$ cat config.mk
export PLATFORM = sky130hd
export DESIGN_NAME = gcd_operand_fifo
export DESIGN_NICKNAME = d
export VERILOG_FILES = /design/src/rtl/gcd_pkg.sv /design/src/rtl/gcd_operand_fifo.sv
export SDC_FILE = /design/constraint.sdc
export NUM_CORES = 1
export LEC_CHECK = 0
export CORE_MARGIN = 2
export CORE_UTILIZATION = 30
export CTS_CLUSTER_DIAMETER = 120
export DETAILED_ROUTE_END_ITERATION = 7
export SLEW_MARGIN = 15
export SYNTH_ARGS = -nofsm -noshare
export SYNTH_HDL_FRONTEND = slang
export SYNTH_SLANG_ARGS = --single-unit
$ cat constraint.sdc
create_clock -name clk -period 6.15 [get_ports clk]
set_input_delay 0.615 -clock clk [delete_from_list [all_inputs] [get_ports clk]]
set_output_delay 0.615 -clock clk [all_outputs]
set_load 0.03 [all_outputs]
$ cat src/rtl/gcd_pkg.sv
// ---------------------------------------------------------------------------
// gcd_pkg
//   Constants shared by the GCD unit and the operand FIFO placed in front of
//   it, so both sides of the operands_* interface agree on width and depth.
//   No ports (package).
// ---------------------------------------------------------------------------
package gcd_pkg;

   // Operand width used by the GCD unit and everything feeding it.
   localparam int GCD_W = 32;

   // Number of (A, B) pairs buffered ahead of the GCD unit.
   localparam int GCD_FIFO_DEPTH = 4;

endpackage : gcd_pkg

$ cat src/rtl/gcd_operand_fifo.sv
// ---------------------------------------------------------------------------
// gcd_operand_fifo
//   In-order buffer of (A, B) operand pairs in front of the GCD unit. Absorbs
//   producer bursts while the GCD unit iterates on the current pair.
//
// Ports:
//   clk              rising-edge clock
//   reset            synchronous, active-high; clears pointers, count, storage
//   in_bits_A/B      operand pair from the producer
//   in_val / in_rdy  producer handshake; pair stored when both are high
//   operands_bits_A/B  head-of-queue pair, wired straight to the GCD unit
//   operands_val / operands_rdy  GCD handshake; head popped when both high
//   count            number of stored pairs (0..DEPTH)
//
// in_rdy and operands_val are derived only from the registered count, so
// there is no combinational path from either handshake input to the other
// side. A full FIFO refuses a pair even if the head is popped that cycle.
// ---------------------------------------------------------------------------
module gcd_operand_fifo
   import gcd_pkg::*;
#(
   parameter  int W     = GCD_W,
   parameter  int DEPTH = GCD_FIFO_DEPTH,
   localparam int CW    = $clog2(DEPTH + 1)
) (
   input  logic          clk,
   input  logic          reset,
   input  logic [W-1:0]  in_bits_A,
   input  logic [W-1:0]  in_bits_B,
   input  logic          in_val,
   output logic          in_rdy,
   output logic [W-1:0]  operands_bits_A,
   output logic [W-1:0]  operands_bits_B,
   output logic          operands_val,
   input  logic          operands_rdy,
   output logic [CW-1:0] count
);

   localparam int PW = $clog2(DEPTH);
   localparam logic [CW-1:0] FULL_COUNT = CW'(DEPTH);

   logic [W-1:0]  mem_a [DEPTH];
   logic [W-1:0]  mem_b [DEPTH];
   logic [PW-1:0] wr_ptr;
   logic [PW-1:0] rd_ptr;
   logic [CW-1:0] count_q;

   logic enq;
   logic deq;

   assign in_rdy       = (count_q != FULL_COUNT);
   assign operands_val = (count_q != '0);
   assign enq          = in_val && in_rdy;
   assign deq          = operands_val && operands_rdy;

   assign operands_bits_A = mem_a[rd_ptr];
   assign operands_bits_B = mem_b[rd_ptr];
   assign count           = count_q;

   // Pointers are exactly PW bits wide, so incrementing past DEPTH-1 wraps
   // to 0 without an explicit compare (DEPTH is a power of two).
   always_ff @(posedge clk) begin
      if (reset) begin
         wr_ptr  <= '0;
         rd_ptr  <= '0;
         count_q <= '0;
         mem_a   <= '{default: '0};
         mem_b   <= '{default: '0};
      end else begin
         if (enq) begin
            mem_a[wr_ptr] <= in_bits_A;
            mem_b[wr_ptr] <= in_bits_B;
            wr_ptr        <= wr_ptr + 1'b1;
         end
         if (deq) begin
            rd_ptr <= rd_ptr + 1'b1;
         end
         // Simultaneous push and pop leaves the occupancy unchanged.
         case ({enq, deq})
            2'b10:   count_q <= count_q + 1'b1;
            2'b01:   count_q <= count_q - 1'b1;
            default: count_q <= count_q;
         endcase
      end
   end

endmodule : gcd_operand_fifo

# After elaboration in Yosys (flattened, before gate mapping)
# Index checks and enable logic that the tools add are counted.
[totals] output_inout_bits=69 in_bits=68 word_cells=39 ff_bits=263
[classes] reduce_logical=5 n_mux=11 n_addsub=4 eq_ne=3 bitwise_logic=2 magnitude_cmp=3
[op_table] operator="bitwise mux 128 bit" count=2
[op_table] operator="2-to-1 mux 32 bit" count=5
[op_table] operator="binary-select mux 32 bit (select 2 bit)" count=2
[op_table] operator="demux 32 bit (select 2 bit)" count=1
[op_table] operator="greater-or-equal comparator 3 bit, second input constant" count=2
[op_table] operator="inverter 2 -> 3 bit" count=2
[op_table] operator="one-hot mux 3 bit (2 select lines)" count=1
[op_table] operator="adder 2 x 1 -> 2 bit, second input constant" count=2
[op_table] operator="adder 3 x 1 -> 3 bit, second input constant" count=1
[op_table] operator="logical AND 1 bit" count=3
[op_table] operator="< comparator 3 x 1 -> 1 bit, second input constant" count=1
[op_table] operator="inequality test 3 bit, second input constant" count=1
[op_table] operator="nonzero test 3 bit" count=1
[op_table] operator="subtractor 3 x 1 -> 3 bit, second input constant" count=1
[op_table] operator="equality test 2 x 1 -> 1 bit, second input constant" count=1
[op_table] operator="equality test 2 bit, second input constant" count=1
[op_table] operator="nonzero test 2 bit" count=1

# Logic depth before layout (Yosys ltp)
[depth] word_depth=6 depth_mapped=10 depth_no_buf=9

# Worst setup path before layout
# OpenSTA, ideal clock, no wires.
[synth_path] path_kind="reg-to-reg" start="register count_q[2] (netlist: count[2])" end="register count_q[2] (netlist: count[2])" arrival_ns=2.471 slack_ns=3.609 t_required_ns=6.080 setup_time_ns=0.070 n_path_buf=1 stages_incl_launch_ff=11 path_cell_list="dfxtp_1 -> or3b_1 -> buf_6 -> and2_1 -> inv_1 -> ha_1 -> inv_1 -> fa_1 -> xor2_1 -> or3_1 -> a21oi_1"
[synth_via] elab_chain_cells=4 elab_cells_between_ends=10 cone_classes="add/sub (2); eq/ne (3); mux (1); reduce/logical (4)"
[synth_lines] item="start: declaration" line="gcd_operand_fifo.sv:46" text="logic [CW-1:0] count_q;"
[synth_lines] item="start signal: assignment" line="gcd_operand_fifo.sv:80" text="2'b10: count_q <= count_q + 1'b1;"
[synth_lines] item="start signal: assignment" line="gcd_operand_fifo.sv:81" text="2'b01: count_q <= count_q - 1'b1;"
[synth_lines] item="start signal: assignment" line="gcd_operand_fifo.sv:82" text="default: count_q <= count_q;"
[synth_lines] item="inequality test 3 bit (*)" line="gcd_operand_fifo.sv:51" text="assign in_rdy = (count_q != FULL_COUNT);"
[synth_lines] item="net in_rdy" line="gcd_operand_fifo.sv:31" text="output logic in_rdy,"
[synth_lines] item="logical AND 1 bit (*)" line="gcd_operand_fifo.sv:53" text="assign enq = in_val && in_rdy;"
[synth_lines] item="equality test 2 x 1 -> 1 bit / equality test 2 bit (equally long branches)" line="gcd_operand_fifo.sv:79" text="case ({enq, deq})"
[synth_lines] item="one-hot mux 3 bit (2 select lines) / nonzero test 2 bit (equally long branches)"
# The timed path passes the listed nets; every way through them passes the cells marked *.
# A chain may end at the register's enable or synchronous reset.

# Worst setup path in the final report
[layout_path] start="register rd_ptr[0]" end="output port operands_bits_B[11]"
[layout_via] elab_chain_cells=4
[layout_lines] item="start: declaration" line="gcd_operand_fifo.sv:45" text="logic [PW-1:0] rd_ptr;"
[layout_lines] item="start signal: assignment" line="gcd_operand_fifo.sv:76" text="rd_ptr <= rd_ptr + 1'b1;"
[layout_lines] item="inverter 2 -> 3 bit (not written as such)" line="gcd_operand_fifo.sv:57" text="assign operands_bits_B = mem_b[rd_ptr];"
[layout_lines] item="binary-select mux 32 bit (select 2 bit)" line="gcd_operand_fifo.sv:57"
[layout_lines] item="2-to-1 mux 32 bit (not written as such) (2 in a row)" line="gcd_operand_fifo.sv:57"
[layout_lines] item="end: declaration" line="gcd_operand_fifo.sv:33" text="output logic [W-1:0] operands_bits_B,"
# No other way between the ends. The select of a mux whose other input is x is not followed.

==> results.yml <==
clock_network:
  h-tree-depth: 1
  cts_buffers: 31
  root_buffer: "clkbuf_16"
  cts_buffer_depth: 3
  cts_setup_buffers: 0
  path_clk_slew_ns: 0.06
  postCtsHoldBufs: 0
  cts_resized: 0
  cts_num_sinks: 263
  clock_latency_ns: 0.56
  cts_tree: "done"
grt:
  grt_pass1_wl_mm: 44.6
  first_global_vias: 8032
  globalRoute.totalOverflow: 0
  grt_usage_pct: 13.3
  grt_max_degree: 190
  antenna_found_initial: 1
critical_path:
  crit_start: "rd_ptr[0]$_SDFFE_PP0P_"
  cp.arrival_ns: 3.25
  reg2reg_from: "count[2]$_SDFFE_PP0P_"
  rr_worst_depth: 4
  worstSetupEndpointType: "output port"
  worstSetupPathType: "register to output port"
  critPathMaxFanout: 49
  rr_endpoint: "mem_a[10]$_SDFFE_PP0P_"
  crit_required_ns: 5.53
  cp-start-kind: "register"
  rrSetupSlack_ns: 3.46
  crit_end: "operands_bits_B[11]"
floorplan:
  core_area_mm2: 0.0397
  die-area_mm2: 0.0419
  num_rows: 73
  die_h_um: 205
  io_pins: 137
  start_util_pct: 30.4
  die_w_um: 205
detailed_routing:
  vias: 7516
  drt_iter0_drc: 249
  vias_per_cell: 4.50
  wl_per_cell_um: 16.4
  drtPass1Iterations: 4
  wl_mm: 27.5
  ant_nets: 0
  drc: 0
timing:
  slew_viol_final: 0
  final.period_utilization_pct: 62.8
  final-hold-violation-count: 0
  setup_viol: 0
  tightestPinTransition_ns: 1.06
  skew_ns: 0.0116
  period_needed_ns: 3.86
  setup_tns_ns: 0
  timing.fmax_ghz: 0.259
  rsz0062_at_grt: "no"
  maxSlewHeadroom_pct: 29.3
cells_and_area:
  final_core_util_pct: 37.0
  syn2layout_area_growth_pct: 21.7
  finalNetCount: 1195
  drive_above_1_share_pct: 11.3
yosys:
  synth-edff-count: 0
  syn_avg_cell_area_um2: 11.8
  synth_ff_type: "dfxtp_1"
  yosys.area.top_type_share_pct: 43.6
  yosys.cell_types.count: 30
  yosys.area.top_type: "dfxtp_1"
  syn_area_mm2: 0.0121
  ys_seq_area_share_pct: 43.6
  yosys-top-cells-area: "dfxtp_1, mux2i_1, nand2b_1"
  syn_inst: 1025
  syn_nets: 1099
  async_flop_share_pct: 0
  yosys_warnings: 0
  synth_seq_cells: 263
run_status:
  run_status: "finished clean"
run:
  maxCapViolCount: 0
power:
  ir_drop_v: 0.000242
  power_density_mw_per_mm2: 345
  leakagePower_nw: 6.16
placed_design:
  dp_hpwl_mm: 16.4
  gp_congestion: 0.685
  io_buffer_count: 136
hold_path:
  min_path_type: "register to register"
cell type report:
cell class | instances | area (um2)
multi-input cells | 676 | 6330
repair buffers | 143 | 1420
clock inverters | 10 | 106
diodes | 1 | 2.50
well taps | 525 | 657
clock buffers | 46 | 902
inverters | 6 | 22.5
fillers | 3895 | 25000
flip-flops and latches | 263 | 5270
registers in the layout (all words and copies together), names as in the netlist:
register	count
mem_b	128
rd_ptr	2
wr_ptr	2
mem_a	128
count	3
worst max-delay path, cell delays in order (launching register included):
cell             delay, ns
dfxtp_4               0.95
buf_4                 0.49
mux4_2                0.54
clkdlybuf4s50_1       0.63
cells in the mapped netlist, types with 2 or more instances:
library cell / n
inv_1: 6
buf_1: 2
mux2i_1: 256
mux4_2: 64
or3_1: 2
ha_1: 5
clkbuf_1: 38
buf_6: 14
buf_2: 14
dfxtp_1: 263
a21oi_1: 2
nand3_1: 3
nor2_1: 7
xor2_1: 3
nand2b_1: 320
and3_4: 2
buf_12: 3
buf_4: 9
worst min-delay path by stage:
stage / startpoint / end / slack (ns) / depth (start not counted)
2_1_floorplan: mem_a[64]$_SDFFE_PP0P_ / mem_a[64]$_SDFFE_PP0P_ / 0.45 / 2
3_3_place_gp: mem_b[126]$_SDFFE_PP0P_ / mem_b[126]$_SDFFE_PP0P_ / 0.46 / 2
3_5_place_dp: mem_b[101]$_SDFFE_PP0P_ / mem_b[101]$_SDFFE_PP0P_ / 0.46 / 2
4_1_cts: mem_a[76]$_SDFFE_PP0P_ / mem_a[76]$_SDFFE_PP0P_ / 0.47 / 2
5_1_grt: mem_a[66]$_SDFFE_PP0P_ / mem_a[66]$_SDFFE_PP0P_ / 0.48 / 2
6_report: mem_a[76]$_SDFFE_PP0P_ / mem_a[76]$_SDFFE_PP0P_ / 0.47 / 2
where the power goes:
group | leakage, nW | total (W) | switching (W) | internal, W
Sequential | 2.14 | 0.00203 | 0.000181 | 0.00184
Combinational | 3.52 | 0.00125 | 0.000623 | 0.000626
Clock | 0.498 | 0.00181 | 0.000717 | 0.00109
Total | 6.16 | 0.00508 | 0.00152 | 0.00356
cells in the final DEF (no fill, tap or decap), types with 2 or more instances in the layout:
master / n
mux2i_1: 256
ha_1: 5
a21oi_1: 2
dfxtp_4: 2
or3_1: 2
clkdlybuf4s50_1: 135
dfxtp_1: 261
nand3_4: 3
clkinv_2: 6
clkbuf_8: 7
clkbuf_1: 8
nand2b_1: 320
xor2_1: 3
and3_4: 2
mux4_2: 64
bufinv_16: 2
nor2_1: 7
inv_1: 6
buf_4: 7
clkbuf_16: 31
through the flow:
step           instances  total power (W)  hold WS [ns]  setup WS (ns)  area [um2]
6_report            1670          0.00508         0.468           2.29       14700
4_1_cts             1669          0.00518         0.471           2.19       14700
3_5_place_dp        1613          0.00334         0.457           2.79       13700
2_1_floorplan       1025          0.00292         0.445           3.61       12100
5_1_grt             1669          0.00533         0.485           2.09       14700
3_3_place_gp        1613          0.00332         0.455           2.80       13700
kinds of logic (layout without fill, tap and decap cells):
kind of cell / Yosys count / after routing / synth area share, %
AO/OA/AOI/OAI: 6 / 6 / 0.331
XOR/XNOR: 4 / 4 / 0.290
adder cells (fa/ha/maj): 6 / 6 / 0.683
buffers and inverters: 86 / 205 / 4.37
flip-flops: 263 / 263 / 43.6
multiplexers: 321 / 321 / 33.2
other: 0 / 1 / 0
AND/OR/NAND/NOR: 339 / 339 / 17.5
layer usage:
layer | GRT usage, % | vias to the layer above | wire length (um)
met1 | 17.9 | 3656 | 13100
met2 | 22.1 | 99 | 12900
met4 | 3.60 | 0 | 465
li1 | - | 3730 | -
met3 | 2.08 | 31 | 1000
met5 | 0 | - | 0
No activity file was read; power rests on OpenSTA's default activity.
